File: src/rtl/spi_ram_ctrl_if.sv
// spi_ram_ctrl_if
// ----------------
// Purpose: bundles the frame/response signals between the SPI slave and
//          the command controller (spi_ram_ctrl).
// Signals:
//   din      [9:0]  frame from the SPI slave: [9:8] command, [7:0] payload
//   rx_valid        frame-valid level; may remain high for many cycles
//   dout     [7:0]  read byte handed back to the SPI slave
//   tx_valid        dout holds a valid read byte
//   seq_err         one-cycle pulse on an illegal command sequence
//   busy            a read response is outstanding (mirrors tx_valid)
// Modports:
//   master - the SPI slave side (drives frames, consumes responses)
//   slave  - the controller side (consumes frames, drives responses)
interface spi_ram_ctrl_if;
  logic [9:0] din;
  logic       rx_valid;
  logic [7:0] dout;
  logic       tx_valid;
  logic       seq_err;
  logic       busy;

  modport master (
    output din,
    output rx_valid,
    input  dout,
    input  tx_valid,
    input  seq_err,
    input  busy
  );

  modport slave (
    input  din,
    input  rx_valid,
    output dout,
    output tx_valid,
    output seq_err,
    output busy
  );
endinterface

File: src/rtl/spi_ram_ctrl.sv
// spi_ram_ctrl
// ------------
// Purpose: command controller and backing store behind an SPI slave.
//          Each rising edge of rx_valid delivers one 10-bit frame that is
//          decoded as write-address (00), write-data (01), read-address (10)
//          or read-data (11). Write data goes into an internal RAM, read
//          data is returned on dout/tx_valid with one cycle of latency.
// Parameters:
//   MEM_DEPTH  number of 8-bit RAM words, equal to 2**ADDR_SIZE
//   ADDR_SIZE  address width (1..8); upper payload bits are ignored
//   AUTO_INC   1 = address post-increments after each data access
// Ports:
//   clk    rising-edge system clock
//   rst_n  synchronous active-low reset (RAM contents are kept)
//   bus    slave modport of spi_ram_ctrl_if (din, rx_valid, dout,
//          tx_valid, seq_err, busy)
module spi_ram_ctrl #(
  parameter int unsigned MEM_DEPTH = 32'd256,
  parameter int unsigned ADDR_SIZE = 32'd8,
  parameter int unsigned AUTO_INC  = 32'd1
) (
  input  logic           clk,
  input  logic           rst_n,
  spi_ram_ctrl_if.slave  bus
);

  typedef enum logic [1:0] {
    IDLE     = 2'b00,
    WR_READY = 2'b01,
    RD_READY = 2'b10,
    RD_RESP  = 2'b11
  } state_t;

  localparam logic [1:0] CMD_WR_ADDR = 2'b00;
  localparam logic [1:0] CMD_WR_DATA = 2'b01;
  localparam logic [1:0] CMD_RD_ADDR = 2'b10;
  localparam logic [1:0] CMD_RD_DATA = 2'b11;

  // Backing store; deliberately not reset so contents survive rst_n.
  logic [7:0] ram_mem [MEM_DEPTH];

  state_t                 state_q,       state_d;
  logic [ADDR_SIZE-1:0]   wr_addr_q,     wr_addr_d;
  logic [ADDR_SIZE-1:0]   rd_addr_q,     rd_addr_d;
  logic                   wr_addr_vld_q, wr_addr_vld_d;
  logic                   rd_addr_vld_q, rd_addr_vld_d;
  logic                   rx_prev_q,     rx_prev_d;
  logic [7:0]             dout_q,        dout_d;
  logic                   tx_valid_q,    tx_valid_d;
  logic                   seq_err_q,     seq_err_d;

  logic                   accept_s;
  logic [1:0]             cmd_s;
  logic                   mem_we_s;

  // One command per rx_valid rising edge, however long the level is held.
  assign accept_s = bus.rx_valid & ~rx_prev_q;
  assign cmd_s    = bus.din[9:8];

  // Command decode, address sequencing and response generation.
  always_comb begin
    state_d       = state_q;
    wr_addr_d     = wr_addr_q;
    rd_addr_d     = rd_addr_q;
    wr_addr_vld_d = wr_addr_vld_q;
    rd_addr_vld_d = rd_addr_vld_q;
    rx_prev_d     = bus.rx_valid;
    dout_d        = dout_q;
    tx_valid_d    = tx_valid_q;
    seq_err_d     = 1'b0;
    mem_we_s      = 1'b0;

    if (accept_s) begin
      // Any accepted frame retires the outstanding response; a legal
      // read-data below re-asserts it with the new byte.
      tx_valid_d = 1'b0;
      case (cmd_s)
        CMD_WR_ADDR: begin
          wr_addr_d     = bus.din[ADDR_SIZE-1:0];
          wr_addr_vld_d = 1'b1;
          state_d       = WR_READY;
        end
        CMD_WR_DATA: begin
          if (wr_addr_vld_q) begin
            mem_we_s = 1'b1;
            state_d  = WR_READY;
            if (AUTO_INC != 32'd0) begin
              // Power-of-two depth: natural overflow gives the wrap to 0.
              wr_addr_d = wr_addr_q + ADDR_SIZE'(1);
            end else begin
              wr_addr_d = wr_addr_q;
            end
          end else begin
            seq_err_d = 1'b1;
            state_d   = rd_addr_vld_q ? RD_READY : IDLE;
          end
        end
        CMD_RD_ADDR: begin
          rd_addr_d     = bus.din[ADDR_SIZE-1:0];
          rd_addr_vld_d = 1'b1;
          state_d       = RD_READY;
        end
        CMD_RD_DATA: begin
          if (rd_addr_vld_q) begin
            dout_d     = ram_mem[rd_addr_q];
            tx_valid_d = 1'b1;
            state_d    = RD_RESP;
            if (AUTO_INC != 32'd0) begin
              rd_addr_d = rd_addr_q + ADDR_SIZE'(1);
            end else begin
              rd_addr_d = rd_addr_q;
            end
          end else begin
            // Illegal read leaves dout untouched; only tx_valid drops
            // because a frame was accepted.
            seq_err_d = 1'b1;
            state_d   = wr_addr_vld_q ? WR_READY : IDLE;
          end
        end
        default: begin
          state_d = state_q;
        end
      endcase
    end else begin
      state_d = state_q;
    end
  end

  // Control and output registers with synchronous active-low reset.
  always_ff @(posedge clk) begin
    if (!rst_n) begin
      state_q       <= IDLE;
      wr_addr_q     <= '0;
      rd_addr_q     <= '0;
      wr_addr_vld_q <= 1'b0;
      rd_addr_vld_q <= 1'b0;
      rx_prev_q     <= 1'b0;
      dout_q        <= 8'h00;
      tx_valid_q    <= 1'b0;
      seq_err_q     <= 1'b0;
    end else begin
      state_q       <= state_d;
      wr_addr_q     <= wr_addr_d;
      rd_addr_q     <= rd_addr_d;
      wr_addr_vld_q <= wr_addr_vld_d;
      rd_addr_vld_q <= rd_addr_vld_d;
      rx_prev_q     <= rx_prev_d;
      dout_q        <= dout_d;
      tx_valid_q    <= tx_valid_d;
      seq_err_q     <= seq_err_d;
    end
  end

  // RAM write port; reset wins over a frame accepted in the same cycle.
  always_ff @(posedge clk) begin
    if (rst_n && mem_we_s) begin
      ram_mem[wr_addr_q] <= bus.din[7:0];
    end
  end

  assign bus.dout     = dout_q;
  assign bus.tx_valid = tx_valid_q;
  assign bus.seq_err  = seq_err_q;
  assign bus.busy     = tx_valid_q;

endmodule

File: src/flat_wrapper.sv
// flat-port wrapper written by rule: the top's interface ports become plain ports
module spi_ram_ctrl_flat 
#(
  parameter int unsigned MEM_DEPTH = 32'd256,
  parameter int unsigned ADDR_SIZE = 32'd8,
  parameter int unsigned AUTO_INC  = 32'd1
)
  (clk, rst_n, bus_din, bus_rx_valid, bus_dout, bus_tx_valid, bus_seq_err, bus_busy);
  spi_ram_ctrl_if bus_i ();
  input  logic clk;
  input  logic rst_n;
  input wire logic [$bits(bus_i.din)-1:0] bus_din;
  input wire logic [$bits(bus_i.rx_valid)-1:0] bus_rx_valid;
  output wire logic [$bits(bus_i.dout)-1:0] bus_dout;
  output wire logic [$bits(bus_i.tx_valid)-1:0] bus_tx_valid;
  output wire logic [$bits(bus_i.seq_err)-1:0] bus_seq_err;
  output wire logic [$bits(bus_i.busy)-1:0] bus_busy;
  assign bus_i.din = bus_din;
  assign bus_i.rx_valid = bus_rx_valid;
  assign bus_dout = bus_i.dout;
  assign bus_tx_valid = bus_i.tx_valid;
  assign bus_seq_err = bus_i.seq_err;
  assign bus_busy = bus_i.busy;
  spi_ram_ctrl #(.MEM_DEPTH(MEM_DEPTH), .ADDR_SIZE(ADDR_SIZE), .AUTO_INC(AUTO_INC)) u_core (.clk(clk), .rst_n(rst_n), .bus(bus_i));
endmodule
File: config.mk
export PLATFORM = sky130hd
export DESIGN_NAME = spi_ram_ctrl_flat
export DESIGN_NICKNAME = d
export VERILOG_FILES = /design/src/rtl/spi_ram_ctrl_if.sv /design/src/rtl/spi_ram_ctrl.sv /design/src/flat_wrapper.sv
export SDC_FILE = /design/constraint.sdc
export NUM_CORES = 2
export LEC_CHECK = 0
export BUFFER_PORTS_ARGS = -buffer_cell sky130_fd_sc_hd__buf_2
export CAP_MARGIN = 20
export CORE_UTILIZATION = 49
export DETAILED_ROUTE_END_ITERATION = 16
export PLACE_DENSITY = 0.73
export REMOVE_ABC_BUFFERS = 1
export SLEW_MARGIN = 5
export SYNTH_ARGS = -nofsm -noshare
export SYNTH_HDL_FRONTEND = slang
export SYNTH_SLANG_ARGS = --single-unit
File: constraint.sdc
create_clock -name clk -period 4.2 [get_ports clk]
set_clock_uncertainty 0.15 [all_clocks]
set_input_delay 0.21 -clock clk [delete_from_list [all_inputs] [get_ports clk]]
set_output_delay 0.21 -clock clk [all_outputs]
set_load 0.01 [all_outputs]
==> impl_metrics.ini <==
[logic_synthesis]
synth_top_family_by_area = multiplexers
synthXorXnorAreaFrac = 0
netlist_area_um2 = 81300
async_flop_share = 0
synth_mux_area_frac = 0.150
postSynthCellCount = 3992
synth-compound-area-share = 0.0352
yosys_warnings = 0
syn_avg_cell_area_um2 = 20.4
yosys_most_used_dff = edfxtp_1
yosys.area_share.simple = 0.0319
synth_edf_count = 2048
ys_ff_latch = 2077
synth_cell_types = 72
ys_seq_area_frac = 0.763
synthAdderAreaFrac = 0.000769

[setup_path]
slowest_stage = dfxtp_4
crit_chain = buf_12, and2_1, buf_4, a22oi_1, a31oi_1, o21ai_0, a211oi_1, o32ai_1
cp_num_buf_inv = 2
crit_arrival_ps = 4490
r2r_end = u_core.bus.dout[3]
cpLargestDelayFamily = compound AO/OA/AOI/OAI gates
r2r_setup_slack_ps = 250
rr_worst_depth = 8
cp_max_fo = 28
critPathCaptureType = flop
cp.required_ps = 4750
r2r-start = u_core.rd_addr_q[0]
max_stage_delay_ps = 880
start_kind = flop
critical_path_class = flop to flop

[power]
total_power_mw = 42.2
p_switching_mw = 8.96
power_density_nw_per_um2 = 459
p_leak_nw = 27.8
vdd_ir_drop_max_mv = 0.340
sw_frac_of_total = 0.212
p_int_mw = 33.3
clkPwrFrac = 0.418
comb_power_share = 0.042
seqPwrFrac = 0.540

[die]
ios = 24
design.core.area_um2 = 165000
dieArea_um2 = 168000
die_h_um = 409
die_x_um = 409
start_util = 0.494
num_rows = 149

[detailed_routing]
drt_iter0_markers = 6617
vias = 43500
drc_errors = 0
drt_pass1_iterations = 8
wirelength_mm = 218
ant_nets = 0
via_per_inst = 6.56
drt-wirelength-per-cell_um = 32.8

[timing]
relSlewSlack = 0.207
fmax_mhz = 253
period_needed_ps = 3950
hold_slack_ps = -36.5
worstMarginPinSlew_ps = 1190
finalHoldViolations = 9
setup_viol = 0
final-max-slew-violation-count = 0
post-route-period-util = 0.940
rsz0062_at_grt = no

[worst_hold_path]
hold_end = u_core.ram_mem[73][1]
min_path_type = input pin to flop
min_from = bus_din[1]
min_path_cells = 1

[grt]
grt_max_degree = 142
track_usage = 0.259
grt-ovfl-total = 0
antenna_found_initial = 10
grt_pass1_vias = 42400
grt_pass1_wl_mm = 310

[clock_network]
cts_buffer_depth = 3
h-tree-depth = 4
numCtsBuffers = 199
clkSinkCount = 2077
cts_resized = 0
root_buffer = clkbuf_16
insertion_delay_ps = 850
cts_setup_buffers = 0
clk_pin_slew_worst_paths_ps = 70
cts_tree = done

[run_status]
violations = negative hold slack
run_status = finished, violations left

[placed_design]
portBuffers = 23
routabilityCongestion = 0.905
detailed_place_hpwl_mm = 137

[cells_and_area]
area_growth_pct = 13.2
final_core_util = 0.559
nNetsFinal = 4301
drive_above_1_share = 0.248

[flow_run]
max_cap_viol_count = 0
## power groups by stage
stage | clock (mW) | sequential [mW] | combinational, mW
after floorplan | 0 | 23.4 | 1.39
after global placement | 0 | 23.2 | 1.70
after detailed placement | 0 | 23.2 | 1.73
after CTS | 17.8 | 22.8 | 1.75
after global routing | 18.5 | 22.8 | 1.84
final | 17.7 | 22.8 | 1.78
## area by class of cell
type / instances / area (µm²)
well taps: 2189 / 2740
repair buffers: 340 / 2930
clock inverters: 107 / 1120
multi-input cells: 1657 / 17800
clock buffers: 255 / 5310
inverters: 8 / 30.0
diodes: 2 / 5.00
fillers: 12000 / 72700
flip-flops and latches: 2077 / 62100
## through the flow
stage	hold WS (ps)	cell area (µm²)	worst slack, ps	setup TNS, ps	cells
after floorplan	159	79900	-19890	-281030	3742
final	-36.5	92100	253	0	6635
after global routing	33.3	92100	280	0	6633
after global placement	305	85500	405	0	6256
after detailed placement	318	85500	396	0	6257
after CTS	8.77	92000	359	0	6632
## how the worst max path moves through the flow
stage | from | endpoint | cells after the start
finish | u_core.rd_addr_q[0] | u_core.bus.dout[3] | 8
global route | u_core.rd_addr_q[0] | u_core.bus.dout[3] | 8
CTS | u_core.rd_addr_q[0] | u_core.bus.dout[3] | 8
detailed placement | u_core.rd_addr_q[0] | u_core.bus.dout[3] | 8
global placement | u_core.rd_addr_q[0] | u_core.bus.dout[3] | 8
floorplan | u_core.rd_addr_q[0] | u_core.bus.dout[6] | 6
## flip-flops by register name (all words and copies together) (netlist names)
| signal | flops |
|---|---|
| u_core.wr_addr_vld_q | 1 |
| u_core.bus.seq_err | 1 |
| u_core.rd_addr_q | 8 |
| u_core.ram_mem | 2048 |
| u_core.rx_prev_q | 1 |
| u_core.bus.busy | 1 |
| u_core.bus.dout | 8 |
| u_core.wr_addr_q | 8 |
| u_core.rd_addr_vld_q | 1 |
## per-layer routing
layer,global-route usage,vias up,part of all wire
met3,0.0641,536,0.13
met1,0.364,22700,0.37
met2,0.389,3159,0.46
met5,0,-,0.00020
li1,-,17100,-
met4,0.110,6,0.047
## placed cells by master, fill, tap and decap left out, types with 8 or more instances in the layout
cell	netlist	layout
mux2i_1	192	192
a31oi_1	24	24
a211oi_1	16	16
nand3_1	48	40
clkbuf_1	105	46
o221ai_1	24	24
buf_4	35	277
clkbuf_8	0	16
buf_2	68	15
o22ai_1	35	35
nand3_2	0	8
a221oi_1	33	33
clkinv_2	0	26
clkbuf_16	0	201
nand2_1	111	111
mux2_2	26	26
a22o_1	14	14
a21oi_1	63	63
buf_12	2	26
o21ai_0	39	39
nor3_1	16	16
a22oi_1	67	67
and3_1	8	8
dlygate4sd3_1	0	13
nor2b_1	21	18
nand4_1	12	12
clkinv_1	0	45
edfxtp_1	2048	2048
bufinv_16	0	15
nor2_1	317	316
dfxtp_1	29	23
and2_1	13	13
mux4_2	444	444
## what timing repair did
item,in CTS,in global routing
hold buffers,13,0
endpoints found under the hold margin,362,0
setup endpoints to repair,0,0
## Yosys cell counts, drive strengths merged (8+ instances only)
master     n  share of area
mux2      26         0.0036
a22oi     67         0.0062
a22o      14         0.0015
nand2    111         0.0051
edfxtp  2048           0.76
buf      145          0.013
mux2i    192          0.024
o221ai    24         0.0026
inv        8        0.00037
clkbuf   105         0.0048
o21ai     41         0.0025
and3       8        0.00062
nand4     12        0.00092
mux4     444           0.12
a31oi     24         0.0018
dfxtp     29         0.0071
nand3     48         0.0030
o22ai     35         0.0027
a221oi    33         0.0036
and2      14         0.0011
nor3      16        0.00098
nor2b     21         0.0016
a21oi     63         0.0039
nor2     317          0.015
a211oi    16         0.0015
## cell families after synthesis
| kind of cell | count (synthesis) |
|---|---|
| adder cells (fa/ha/maj) | 5 |
| AO/OA/AOI/OAI | 400 |
| multiplexers | 662 |
| buffers and inverters | 258 |
| flip-flops | 2077 |
| AND/OR/NAND/NOR | 590 |
Power figures use the tool's default switching activity.
